--- src/rtl/cfg_region_pkg.sv ---
// rtl/cfg_region_pkg.sv - shared types for the region lookup block
package cfg_region_pkg;

    localparam int unsigned MaxRules = 8;
    localparam int unsigned RuleIdxW = 3;

    typedef enum logic [1:0] {
        IDLE,
        SCAN,
        RESP
    } state_e;

    typedef enum logic [1:0] {
        TBL_EXEC,
        TBL_CACHED,
        TBL_NONIDEM
    } tbl_e;

    typedef struct packed {
        logic exec;
        logic cached;
        logic nonidem;
    } attr_t;

    typedef struct packed {
        logic [31:0]                NrExecuteRegionRules;
        logic [31:0]                NrCachedRegionRules;
        logic [31:0]                NrNonIdempotentRules;
        logic [MaxRules-1:0][63:0]  ExecuteRegionAddrBase;
        logic [MaxRules-1:0][63:0]  ExecuteRegionLength;
        logic [MaxRules-1:0][63:0]  CachedRegionAddrBase;
        logic [MaxRules-1:0][63:0]  CachedRegionLength;
        logic [MaxRules-1:0][63:0]  NonIdempotentAddrBase;
        logic [MaxRules-1:0][63:0]  NonIdempotentLength;
    } cfg_t;

    // One-hot attribute flag for the table a rule belongs to.
    function automatic attr_t tbl_flag(input tbl_e tbl);
        attr_t a;
        a = '0;
        case (tbl)
            TBL_EXEC:    a.exec    = 1'b1;
            TBL_CACHED:  a.cached  = 1'b1;
            TBL_NONIDEM: a.nonidem = 1'b1;
            default:     a         = '0;
        endcase
        return a;
    endfunction

endpackage

--- src/rtl/cva6_config_pkg.sv ---
// rtl/cva6_config_pkg.sv - default region rule tables
package cva6_config_pkg;

    import cfg_region_pkg::*;

    function automatic cfg_t build_cfg();
        cfg_t c;
        c = '0;
        c.NrExecuteRegionRules     = 32'd3;
        c.ExecuteRegionAddrBase[0] = 64'h0000_0000;
        c.ExecuteRegionLength[0]   = 64'h0000_1000;
        c.ExecuteRegionAddrBase[1] = 64'h0001_0000;
        c.ExecuteRegionLength[1]   = 64'h0001_0000;
        c.ExecuteRegionAddrBase[2] = 64'h8000_0000;
        c.ExecuteRegionLength[2]   = 64'h4000_0000;
        c.NrCachedRegionRules      = 32'd1;
        c.CachedRegionAddrBase[0]  = 64'h8000_0000;
        c.CachedRegionLength[0]    = 64'h4000_0000;
        // Two non-idempotent rules with zero length: never match.
        c.NrNonIdempotentRules     = 32'd2;
        return c;
    endfunction

    localparam cfg_t cva6_cfg = build_cfg();

endpackage

--- src/rtl/cfg_region_rule_match.sv ---
// rtl/cfg_region_rule_match.sv - single base/length rule comparator
module cfg_region_rule_match #(
    parameter int unsigned AddrWidth = 64
) (
    input  logic [AddrWidth-1:0] addr,
    input  logic [AddrWidth-1:0] base,
    input  logic [AddrWidth-1:0] len,
    output logic                 match
);

    // One extra bit so a region ending at the top of the address space is exact.
    logic [AddrWidth:0] limit;

    assign limit = {1'b0, base} + {1'b0, len};
    assign match = (len != '0) && (addr >= base) && ({1'b0, addr} < limit);

endmodule

--- src/rtl/cfg_region_lookup.sv ---
// rtl/cfg_region_lookup.sv - sequential region attribute lookup (optional CFG_REGION_LOOKUP_PERF_EN)
module cfg_region_lookup
    import cfg_region_pkg::*;
#(
    parameter cfg_t        CVA6Cfg   = cva6_config_pkg::cva6_cfg,
    parameter int unsigned AddrWidth = 64
) (
    input  logic                 clk_i,
    input  logic                 rst_i,
    input  logic                 query_valid_i,
    output logic                 query_ready_o,
    input  logic [AddrWidth-1:0] query_addr_i,
    input  logic                 flush_i,
    output logic                 resp_valid_o,
    input  logic                 resp_ready_i,
    output logic                 resp_exec_o,
    output logic                 resp_cached_o,
    output logic                 resp_nonidem_o,
    output logic                 busy_o
`ifdef CFG_REGION_LOOKUP_PERF_EN
    ,
    output logic [31:0]          query_cnt_o
`endif
);

    localparam int unsigned NrExec    = CVA6Cfg.NrExecuteRegionRules;
    localparam int unsigned NrCached  = CVA6Cfg.NrCachedRegionRules;
    localparam int unsigned NrNonidem = CVA6Cfg.NrNonIdempotentRules;
    localparam int unsigned NrRules   = NrExec + NrCached + NrNonidem;
    localparam int unsigned IdxW      = 5;

    state_e                 state_q;
    logic [IdxW-1:0]        idx_q;
    logic [AddrWidth-1:0]   addr_q;
    attr_t                  flags_q;
    logic                   resp_valid_q;
    logic                   busy_q;
    logic                   ready_q;

    // Rule operands are registered before the compare, so the scan runs one
    // cycle behind the index: N+1 edges from accept to response.
    logic                   pipe_valid_q;
    logic [AddrWidth-1:0]   pipe_base_q;
    logic [AddrWidth-1:0]   pipe_len_q;
    tbl_e                   pipe_tbl_q;

    logic [RuleIdxW-1:0]    lidx;
    logic [AddrWidth-1:0]   rule_base;
    logic [AddrWidth-1:0]   rule_len;
    tbl_e                   rule_tbl;
    logic                   match;
    attr_t                  hit;

    always_comb begin
        lidx     = '0;
        rule_tbl = TBL_EXEC;
        if (32'(idx_q) < NrExec) begin
            lidx     = RuleIdxW'(idx_q);
            rule_tbl = TBL_EXEC;
        end else if (32'(idx_q) < NrExec + NrCached) begin
            lidx     = RuleIdxW'(idx_q - IdxW'(NrExec));
            rule_tbl = TBL_CACHED;
        end else begin
            lidx     = RuleIdxW'(idx_q - IdxW'(NrExec + NrCached));
            rule_tbl = TBL_NONIDEM;
        end
    end

    always_comb begin
        rule_base = '0;
        rule_len  = '0;
        case (rule_tbl)
            TBL_EXEC: begin
                rule_base = AddrWidth'(CVA6Cfg.ExecuteRegionAddrBase[lidx]);
                rule_len  = AddrWidth'(CVA6Cfg.ExecuteRegionLength[lidx]);
            end
            TBL_CACHED: begin
                rule_base = AddrWidth'(CVA6Cfg.CachedRegionAddrBase[lidx]);
                rule_len  = AddrWidth'(CVA6Cfg.CachedRegionLength[lidx]);
            end
            TBL_NONIDEM: begin
                rule_base = AddrWidth'(CVA6Cfg.NonIdempotentAddrBase[lidx]);
                rule_len  = AddrWidth'(CVA6Cfg.NonIdempotentLength[lidx]);
            end
            default: begin
                rule_base = '0;
                rule_len  = '0;
            end
        endcase
    end

    cfg_region_rule_match #(
        .AddrWidth(AddrWidth)
    ) u_rule_match (
        .addr (addr_q),
        .base (pipe_base_q),
        .len  (pipe_len_q),
        .match(match)
    );

    always_comb begin
        hit = '0;
        if (pipe_valid_q && match) begin
            hit = tbl_flag(pipe_tbl_q);
        end
    end

    always_ff @(posedge clk_i or posedge rst_i) begin
        if (rst_i) begin
            state_q      <= IDLE;
            idx_q        <= '0;
            addr_q       <= '0;
            flags_q      <= '0;
            resp_valid_q <= 1'b0;
            busy_q       <= 1'b0;
            ready_q      <= 1'b1;
            pipe_valid_q <= 1'b0;
            pipe_base_q  <= '0;
            pipe_len_q   <= '0;
            pipe_tbl_q   <= TBL_EXEC;
        end else begin
            case (state_q)
                IDLE: begin
                    if (query_valid_i && ready_q && !flush_i) begin
                        addr_q       <= query_addr_i;
                        flags_q      <= '0;
                        idx_q        <= '0;
                        pipe_valid_q <= 1'b0;
                        busy_q       <= 1'b1;
                        ready_q      <= 1'b0;
                        if (NrRules == 0) begin
                            state_q      <= RESP;
                            resp_valid_q <= 1'b1;
                        end else begin
                            state_q <= SCAN;
                        end
                    end
                end
                SCAN: begin
                    if (flush_i) begin
                        state_q      <= IDLE;
                        pipe_valid_q <= 1'b0;
                        busy_q       <= 1'b0;
                        ready_q      <= 1'b1;
                    end else begin
                        flags_q <= flags_q | hit;
                        if (32'(idx_q) < NrRules) begin
                            pipe_base_q  <= rule_base;
                            pipe_len_q   <= rule_len;
                            pipe_tbl_q   <= rule_tbl;
                            pipe_valid_q <= 1'b1;
                            idx_q        <= idx_q + 1'b1;
                        end else begin
                            pipe_valid_q <= 1'b0;
                            state_q      <= RESP;
                            resp_valid_q <= 1'b1;
                        end
                    end
                end
                RESP: begin
                    if (flush_i || resp_ready_i) begin
                        state_q      <= IDLE;
                        resp_valid_q <= 1'b0;
                        busy_q       <= 1'b0;
                        ready_q      <= 1'b1;
                    end
                end
                default: begin
                    state_q      <= IDLE;
                    resp_valid_q <= 1'b0;
                    busy_q       <= 1'b0;
                    ready_q      <= 1'b1;
                end
            endcase
        end
    end

`ifdef CFG_REGION_LOOKUP_PERF_EN
    logic [31:0] cnt_q;

    always_ff @(posedge clk_i or posedge rst_i) begin
        if (rst_i) begin
            cnt_q <= '0;
        end else if (state_q == RESP && resp_valid_q && resp_ready_i && !flush_i) begin
            cnt_q <= cnt_q + 32'd1;
        end
    end

    assign query_cnt_o = cnt_q;
`endif

    assign query_ready_o  = ready_q;
    assign busy_o         = busy_q;
    assign resp_valid_o   = resp_valid_q;
    assign resp_exec_o    = resp_valid_q & flags_q.exec;
    assign resp_cached_o  = resp_valid_q & flags_q.cached;
    assign resp_nonidem_o = resp_valid_q & flags_q.nonidem;

endmodule

--- config.mk ---
export PLATFORM = sky130hd
export DESIGN_NAME = cfg_region_lookup
export DESIGN_NICKNAME = d
export VERILOG_FILES = /design/src/rtl/cfg_region_pkg.sv /design/src/rtl/cva6_config_pkg.sv /design/src/rtl/cfg_region_rule_match.sv /design/src/rtl/cfg_region_lookup.sv
export SDC_FILE = /design/constraint.sdc
export NUM_CORES = 1
export LEC_CHECK = 0
export CORE_ASPECT_RATIO = 1.2
export CORE_MARGIN = 2
export CORE_UTILIZATION = 55
export CTS_CLUSTER_DIAMETER = 100
export DETAILED_ROUTE_END_ITERATION = 8
export PLACE_DENSITY = 0.88
export RECOVER_POWER = 25
export SLEW_MARGIN = 40
export SYNTH_ARGS = -nofsm -noshare
export SYNTH_HDL_FRONTEND = slang
export SYNTH_HIERARCHICAL = 1
export SYNTH_SLANG_ARGS = --single-unit
--- constraint.sdc ---
create_clock -name clk_i -period 3 [get_ports clk_i]
set_input_delay 0.45 -clock clk_i [delete_from_list [all_inputs] [get_ports clk_i]]
set_output_delay 0.45 -clock clk_i [all_outputs]
set_load 0.01 [all_outputs]
## After elaboration in Yosys (flattened, before gate mapping)

Memory sizes are Yosys's and may differ from the RTL's.
Cells that the tools add are included.
Widths: inputs -> output; s select.

| word-level totals | value |
|---|---|
| memories kept | 5 |
| output and inout bits | 6 |
| memory bits (read-only) | 2,560 |
| input bits | 69 |
| register bits | 208 |
| word-level logic and storage cells | 108 |

Memories:

| memory | words | width | rd ports | clocked after Yosys merged registers in | write ports | line | RTL |
|---|---|---|---|---|---|---|---|
| (no name shown) | 8 | 64 | 1 | 0 | 0 | cfg_region_lookup.sv:83 | `rule_len = AddrWidth'(CVA6Cfg.NonIdempotentLength[lidx]);` |
| (no name shown) | 8 | 64 | 1 | 0 | 0 | cfg_region_lookup.sv:79 | `rule_len = AddrWidth'(CVA6Cfg.CachedRegionLength[lidx]);` |
| (no name shown) | 8 | 64 | 1 | 0 | 0 | cfg_region_lookup.sv:78 | `rule_base = AddrWidth'(CVA6Cfg.CachedRegionAddrBase[lidx]);` |
| (no name shown) | 8 | 64 | 1 | 0 | 0 | cfg_region_lookup.sv:75 | `rule_len = AddrWidth'(CVA6Cfg.ExecuteRegionLength[lidx]);` |
| (no name shown) | 8 | 64 | 1 | 0 | 0 | cfg_region_lookup.sv:74 | `rule_base = AddrWidth'(CVA6Cfg.ExecuteRegionAddrBase[lidx]);` |

| operators by class | value |
|---|---|
| muxes and demuxes | 41 |
| eq/ne operators | 13 |
| magnitude comparators | 6 |
| reduce and logical (&&, ||, !) cells | 20 |
| $add $sub $neg | 4 |
| bitwise operators | 6 |

Operators by type and width:

| operator | count |
|---|---|
| $pmux 64 s3 | 2 |
| $mux 64 | 5 |
| $add 64x64->65 | 1 |
| $lt 64x65->1 | 1 |
| $ge 64x64->1 | 1 |
| $reduce_bool 64->1 | 1 |
| $mux 3 | 5 |
| $mux 5 | 3 |
| $mux 1 | 13 |
| $mux 2 | 6 |
| $ne 2x2->1 const B | 6 |
| $reduce_and 3->1 | 4 |
| $lt 5x3->1 const B | 2 |
| $pmux 5 s2 | 1 |
| $pmux 1 s3 | 3 |
| $reduce_and 4->1 | 2 |
| $eq 2x1->1 const B | 3 |
| $eq 2x2->1 const B | 3 |
| $logic_not 2->1 | 3 |
| $pmux 2 s3 | 1 |
| $pmux 3 s2 | 1 |
| $add 5x1->5 const B | 1 |
| $logic_and 1x1->1 | 5 |
| $lt 5x2->1 const B | 1 |
| 12 further kinds | 16 |

## Longest topological paths before layout

Gate-level depths: netlist of the first run.

| depth | value |
|---|---|
| depth after elaboration | 8 |
| depth in mapped cells | 26 |
| gate-level depth less buffers | 26 |

## Modules after synthesis

Netlist of the first run, hierarchy kept.

Modules (own cells, without submodules):

| module | times used | cells each | area an instance (µm²) | sequential area each (µm²) |
|---|---|---|---|---|
| cfg_region_rule_match | 1 | 945 | 6,869.1 | 0.0 |
| cfg_region_lookup | 1 | 235 | 3,331.9 | 2,078.2 |

## Worst setup path after synthesis of the first run

No wires, ideal clock.

| timing | value |
|---|---|
| path type | flip-flop to flip-flop |
| from | reg pipe_len_q[30] |
| to | reg flags_q[0] (netlist bit) |
| stages on the path, launching flop included | 14 |
| library setup time | 0.065 ns |
| required time | 2.935 ns |
| path slack | -0.053 ns |
| data arrival time | 2.989 ns |
| cells stage by stage | dfrtp_1 > ha_1 > xnor2_1 > ha_1 > a21o_1 > a21o_1 > a221oi_1 > o211ai_1 > a21o_1 > a2111oi_0 > o311a_1 > nand2_1 > nor4b_1 > o21a_1 |

| between the ends | value |
|---|---|
| longest elaborated chain between the ends | 8 |

Ends and longest elaborated chain:

| item | line | RTL |
|---|---|---|
| from (decl) | cfg_region_lookup.sv:44 | `logic [AddrWidth-1:0] pipe_len_q;` |
| from (signal assigned) | cfg_region_lookup.sv:149 | `pipe_len_q <= rule_len;` |
| $add 64x64->65 / $reduce_bool 64->1 (equally long branches) | cfg_region_rule_match.sv:14, cfg_region_rule_match.sv:15 |  |
| $lt 64x65->1 / $logic_and 1x1->1 (equally long branches) | cfg_region_rule_match.sv:15 | `assign match = (len != '0) && (addr >= base) && ({1'b0, addr} < limit);` |
| $logic_and 1x1->1 (*) | cfg_region_rule_match.sv:15 |  |
| named net match | cfg_region_lookup.sv:51 | `logic match;` |
| $logic_and 1x1->1 (*) | cfg_region_lookup.sv:103 | `if (pipe_valid_q && match) begin` |
| $mux 3 (*) | cfg_region_lookup.sv:103 |  |
| $or 3x3->3 (*) | cfg_region_lookup.sv:146 | `flags_q <= flags_q \| hit;` |
| $mux 3 (*) | cfg_region_lookup.sv:140 | `if (flush_i) begin` |
| $pmux 3 s2 (*) | cfg_region_lookup.sv:122 | `case (state_q)` |
| to (signal assigned) | cfg_region_lookup.sv:146 |  |
| to (decl) | cfg_region_lookup.sv:35 | `attr_t flags_q;` |

Mark *: on every way through the listed nets, which the timed path passes. The rest lies on a longest branch. The select of a mux whose other input is x is not followed.
A chain may end at the register's enable or synchronous reset.

## Final worst setup path of the first run

| timing | value |
|---|---|
| from | reg addr_q[6] |
| to | reg flags_q[1] (netlist bit) |

| between the ends | value |
|---|---|
| longest elaborated chain between the ends | 8 |

Ends and longest elaborated chain:

| item | line | RTL |
|---|---|---|
| from (decl) | cfg_region_lookup.sv:34 | `logic [AddrWidth-1:0] addr_q;` |
| from (signal assigned) | cfg_region_lookup.sv:125 | `addr_q <= query_addr_i;` |
| $ge 64x64->1 | cfg_region_rule_match.sv:15 |  |
| $logic_and 1x1->1 | cfg_region_rule_match.sv:15 |  |
| $logic_and 1x1->1 (*) | cfg_region_rule_match.sv:15 |  |
| named net match | cfg_region_lookup.sv:51 |  |
| $logic_and 1x1->1 (*) | cfg_region_lookup.sv:103 |  |
| $mux 3 (*) | cfg_region_lookup.sv:103 |  |
| $or 3x3->3 (*) | cfg_region_lookup.sv:146 |  |
| $mux 3 (*) | cfg_region_lookup.sv:140 |  |
| $pmux 3 s2 (*) | cfg_region_lookup.sv:122 |  |

Marks and branches as above.

==> results of run 1 <==
[cell type report]
| cell class | instances | share of cell area [%] |
|---|---|---|
| clock buffers | 10 | 1.79 |
| clock inverters | 6 | 0.450 |
| inverters | 96 | 2.83 |
| multi-input cells | 1212 | 67.7 |
| flip-flops and latches | 83 | 16.3 |
| well taps | 224 | 2.19 |
| repair buffers | 122 | 8.72 |
[synth_stat cells (4+ instances only)]
cell type / count
or4_1: 4
buf_2: 14
nand3_1: 19
o21ai_0: 41
nor4_1: 23
a21oi_2: 4
nor3_1: 15
o21ai_1: 16
o21bai_1: 17
a31oi_1: 9
dfrtp_1: 82
nor2_1: 52
nor2b_1: 10
o211ai_1: 4
nand4_1: 41
clkbuf_1: 18
a311oi_1: 4
xnor2_1: 40
nand2_1: 79
a21oi_1: 107
and3_1: 5
nand2b_1: 12
a21o_1: 78
mux2_2: 64
o31ai_1: 8
and4_1: 5
and2_1: 6
inv_1: 96
a211oi_1: 11
ha_1: 192
o21a_1: 11
xor2_1: 21
[worst reg2reg max path, cell delays in order (launching register included)]
cell and delay, ps:
dfrtp_1 370, ha_1 260, a21oi_1 210, nor2b_1 110, a2111oi_2 350, a211oi_1 130, a211oi_1 200, buf_4 160
o211ai_1 130, a21o_1 210, a2111oi_4 280, o311a_1 220, nand2_2 90, nor4_4 240, o21a_1 160
[through the flow]
step	util (%)	std cells	area, sq um	setup TNS (ps)	worst slack (ps)
floorplan	-	1426	11100	0	1.92
global placement	68.0	1734	12400	-273	-118
detailed placement	68.0	1734	12400	-647	-266
CTS	69.9	1752	12700	-338	-143
global route	70.3	1753	12800	-1160	-427
finish	70.3	1753	12800	-508	-198
[kinds of logic after synthesis]
family | Yosys count
buf+inv | 131
xor+xnor | 61
flops | 83
other cells | 1
fa+ha+maj | 193
simple gates | 291
mux | 64
compound gates | 356
[per-layer routing]
layer	global-route usage [%]	up-vias
li1	-	4823
met3	4.13	53
met4	8.58	0
met2	48.1	255
met1	31.7	4508
met5	0	-
[registers in the layout, indices dropped and copies added (netlist names)]
| signal | flops |
|---|---|
| state_q | 2 |
| addr_q | 64 |
| pipe_base_q | 1 |
| busy_o | 1 |
| pipe_valid_q | 1 |
| idx_q | 5 |
| pipe_len_q | 2 |
| query_ready_o | 1 |
| flags_q | 3 |
| resp_valid_o | 1 |
| pipe_tbl_q | 2 |
[how the worst max path moves through the flow]
stage / start / end / slack, ps / depth (start not counted)
final: addr_q[6] / flags_q[1] / -200 / 14
after global routing: addr_q[6] / flags_q[1] / -430 / 14
after CTS: pipe_len_q[30] / flags_q[0] / -140 / 13
after detailed placement: pipe_len_q[30] / flags_q[0] / -270 / 13
after global placement: pipe_len_q[30] / flags_q[0] / -120 / 13
after floorplan: pipe_len_q[30] / flags_q[0] / 2 / 13
[power by group]
group / internal [W] / switching, W / leakage [nW]
Clock: 0.000583 / 0.000544 / 0.141
Combinational: 0.000583 / 0.000765 / 5.48
Sequential: 0.00112 / 0 / 1.14
Total: 0.00228 / 0.00131 / 6.77
[timing repair]
action / 4_1_cts / 5_1_grt
gates resized for setup: 11 / 14
hold buffers: 0 / 0
pin swaps: 4 / 11
endpoints found under the setup margin: 3 / 3
buffers inserted: 2 / 1
gates cloned: 0 / 0
==> flow_summary.json, run 1 <==
{
  "outcome": "finished with violations",
  "violations": "max-capacitance violations, max-slew violations, negative setup slack",
  "n_antenna_cell": 0,
  "p_leak_nw": 6.77,
  "cts.sink_count": 83,
  "cts_tree": "done",
  "synth_compound_area_share_pct": 23.4,
  "hold-path-endpoint": "query_ready_o",
  "setup_viol": 3,
  "yosys_most_used_dff": "dfrtp_1",
  "layout_min_cycle_time_ps": 3200,
  "period_share_pct": 107,
  "cp_num_buf_inv": 1,
  "yosys.area_share.simple_pct": 14.9,
  "p_total_w": 0.00359,
  "yosys.area_share.adder_pct": 23.7,
  "drc": 0,
  "cts_made_buffers": 9,
  "met3WireLength_mm": 1.06,
  "io_pins": 75,
  "wl_met1_mm": 10.9,
  "die_x_um": 128,
  "num_rows": 54,
  "netlist_area_sq_um": 10200,
  "clockBufferDepth": 2,
  "hpwlAfterDp_mm": 20.8,
  "hold_class": "reg -> reg",
  "muxShareOfSynthArea_pct": 7.06,
  "ant_nets": 0,
  "yosys.area.top_type": "ha_1",
  "synth-edff-count": 0,
  "arrival_ps": 3490,
  "die_h_um": 153,
  "highest_layer": "met4",
  "yosys.area_share.xor_xnor_pct": 5.24,
  "startpoint_type": "flop",
  "layout_common_cells": "conb_1, ha_1, a21oi_1",
  "fin_hold_ws_ps": 492,
  "antenna_found_initial": 0,
  "initial_utilization_pct": 56.1,
  "syn2layout_area_growth_pct": 25.3,
  "synth_top_area_share_pct": 23.5,
  "cp_top_family": "compound AO/OA/AOI/OAI gates",
  "ys_ff_latch": 83,
  "max-slew-margin-rel_pct": -18.5,
  "synth_top_family_by_area": "adder cells",
  "die_area_sq_um": 19700,
  "regArea_sq_um": 2080,
  "io_buffer_count": 74,
  "holdPathStages": 2,
  "synth.distinct_cells": 77,
  "clk_latency_ps": 360,
  "async_flop_share_pct": 100,
  "syn_area_per_cell_sq_um": 8.64,
  "core_sq_um": 18200,
  "r2r-end": "flags_q[1]",
  "ys_warn_count": 6,
  "reg2regPathDepth": 14,
  "n_fill_cell": 1360,
  "clock_skew_ps": 7.34,
  "grt_max_degree": 68,
  "finalHoldViolCount": 0,
  "power_density_nw_per_um2": 281,
  "gr-usage-all-layers_pct": 26.5,
  "overflow": 0,
  "fmax_ghz": 0.313,
  "vdd_drop_max_mv": 0.278,
  "finalMaxSlewViolations": 39,
  "synth_top_cells_by_area": "ha_1, dfrtp_1, mux2_2, a21o_1, a21oi_1",
  "r2r-start": "addr_q[6]",
  "gp_congestion": 0.948,
  "timing.critical_path.mode_cell": "a211oi_1",
  "worstSetupEndpointType": "flop",
  "maxCapViolations": 1,
  "detailedRoute.firstPassIterationCount": 5,
  "grt_first_pass_wirelength_mm": 42.4,
  "wl_per_cell_um": 14.8,
  "h-tree-depth": 3,
  "crit_required_ps": 3290,
  "ys_seq_area_share_pct": 20.4,
  "r2r_slack_ps": -200,
  "multi_input_area_sq_um": 8660,
  "path_class": "reg -> reg",
  "worstMarginPinSlew_ps": 1770,
  "grt_pass1_vias": 9333,
  "final_common_cell": "conb_1",
  "final.setup.worst_slack_ps": -198,
  "crit_fanout": 3,
  "routed-wl-met2_mm": 13.4,
  "rsz0062_at_grt": "true",
  "vias": 9639,
  "critPathSlowestCell": "dfrtp_1",
  "min_from": "query_ready_o",
  "netlist_instances": 1180,
  "worstPathCellList": "ha_1 -> a21oi_1 -> nor2b_1 -> a2111oi_2 -> a211oi_1 -> a211oi_1 -> buf_4 -> o211ai_1 -> a21o_1 -> a2111oi_4 -> o311a_1 -> nand2_2 -> nor4_4 -> o21a_1",
  "slowest_delay_ps": 370,
  "viasPerCell": 5.50,
  "layout-drive-gt1-share_pct": 11.4,
  "clockRootBuffer": "clkbuf_16",
  "wl_mm": 25.9,
  "final_nets": 1786,
  "first_iter_violations": 623,
  "clk_pin_slew_worst_paths_ps": 70
}
No activity file was read; power rests on OpenSTA's default activity.
==> inputs of run 2 (changes only) <==
--- a/config.mk
+++ b/config.mk
@@ -5,6 +5,7 @@
 export SDC_FILE = /design/constraint.sdc
 export NUM_CORES = 1
 export LEC_CHECK = 0
+export CAP_MARGIN = 20
 export CORE_ASPECT_RATIO = 1.2
 export CORE_MARGIN = 2
 export CORE_UTILIZATION = 55
==> results of run 2 <==
Same layout as run 1: the final DEF is identical, and so are final timing and power.
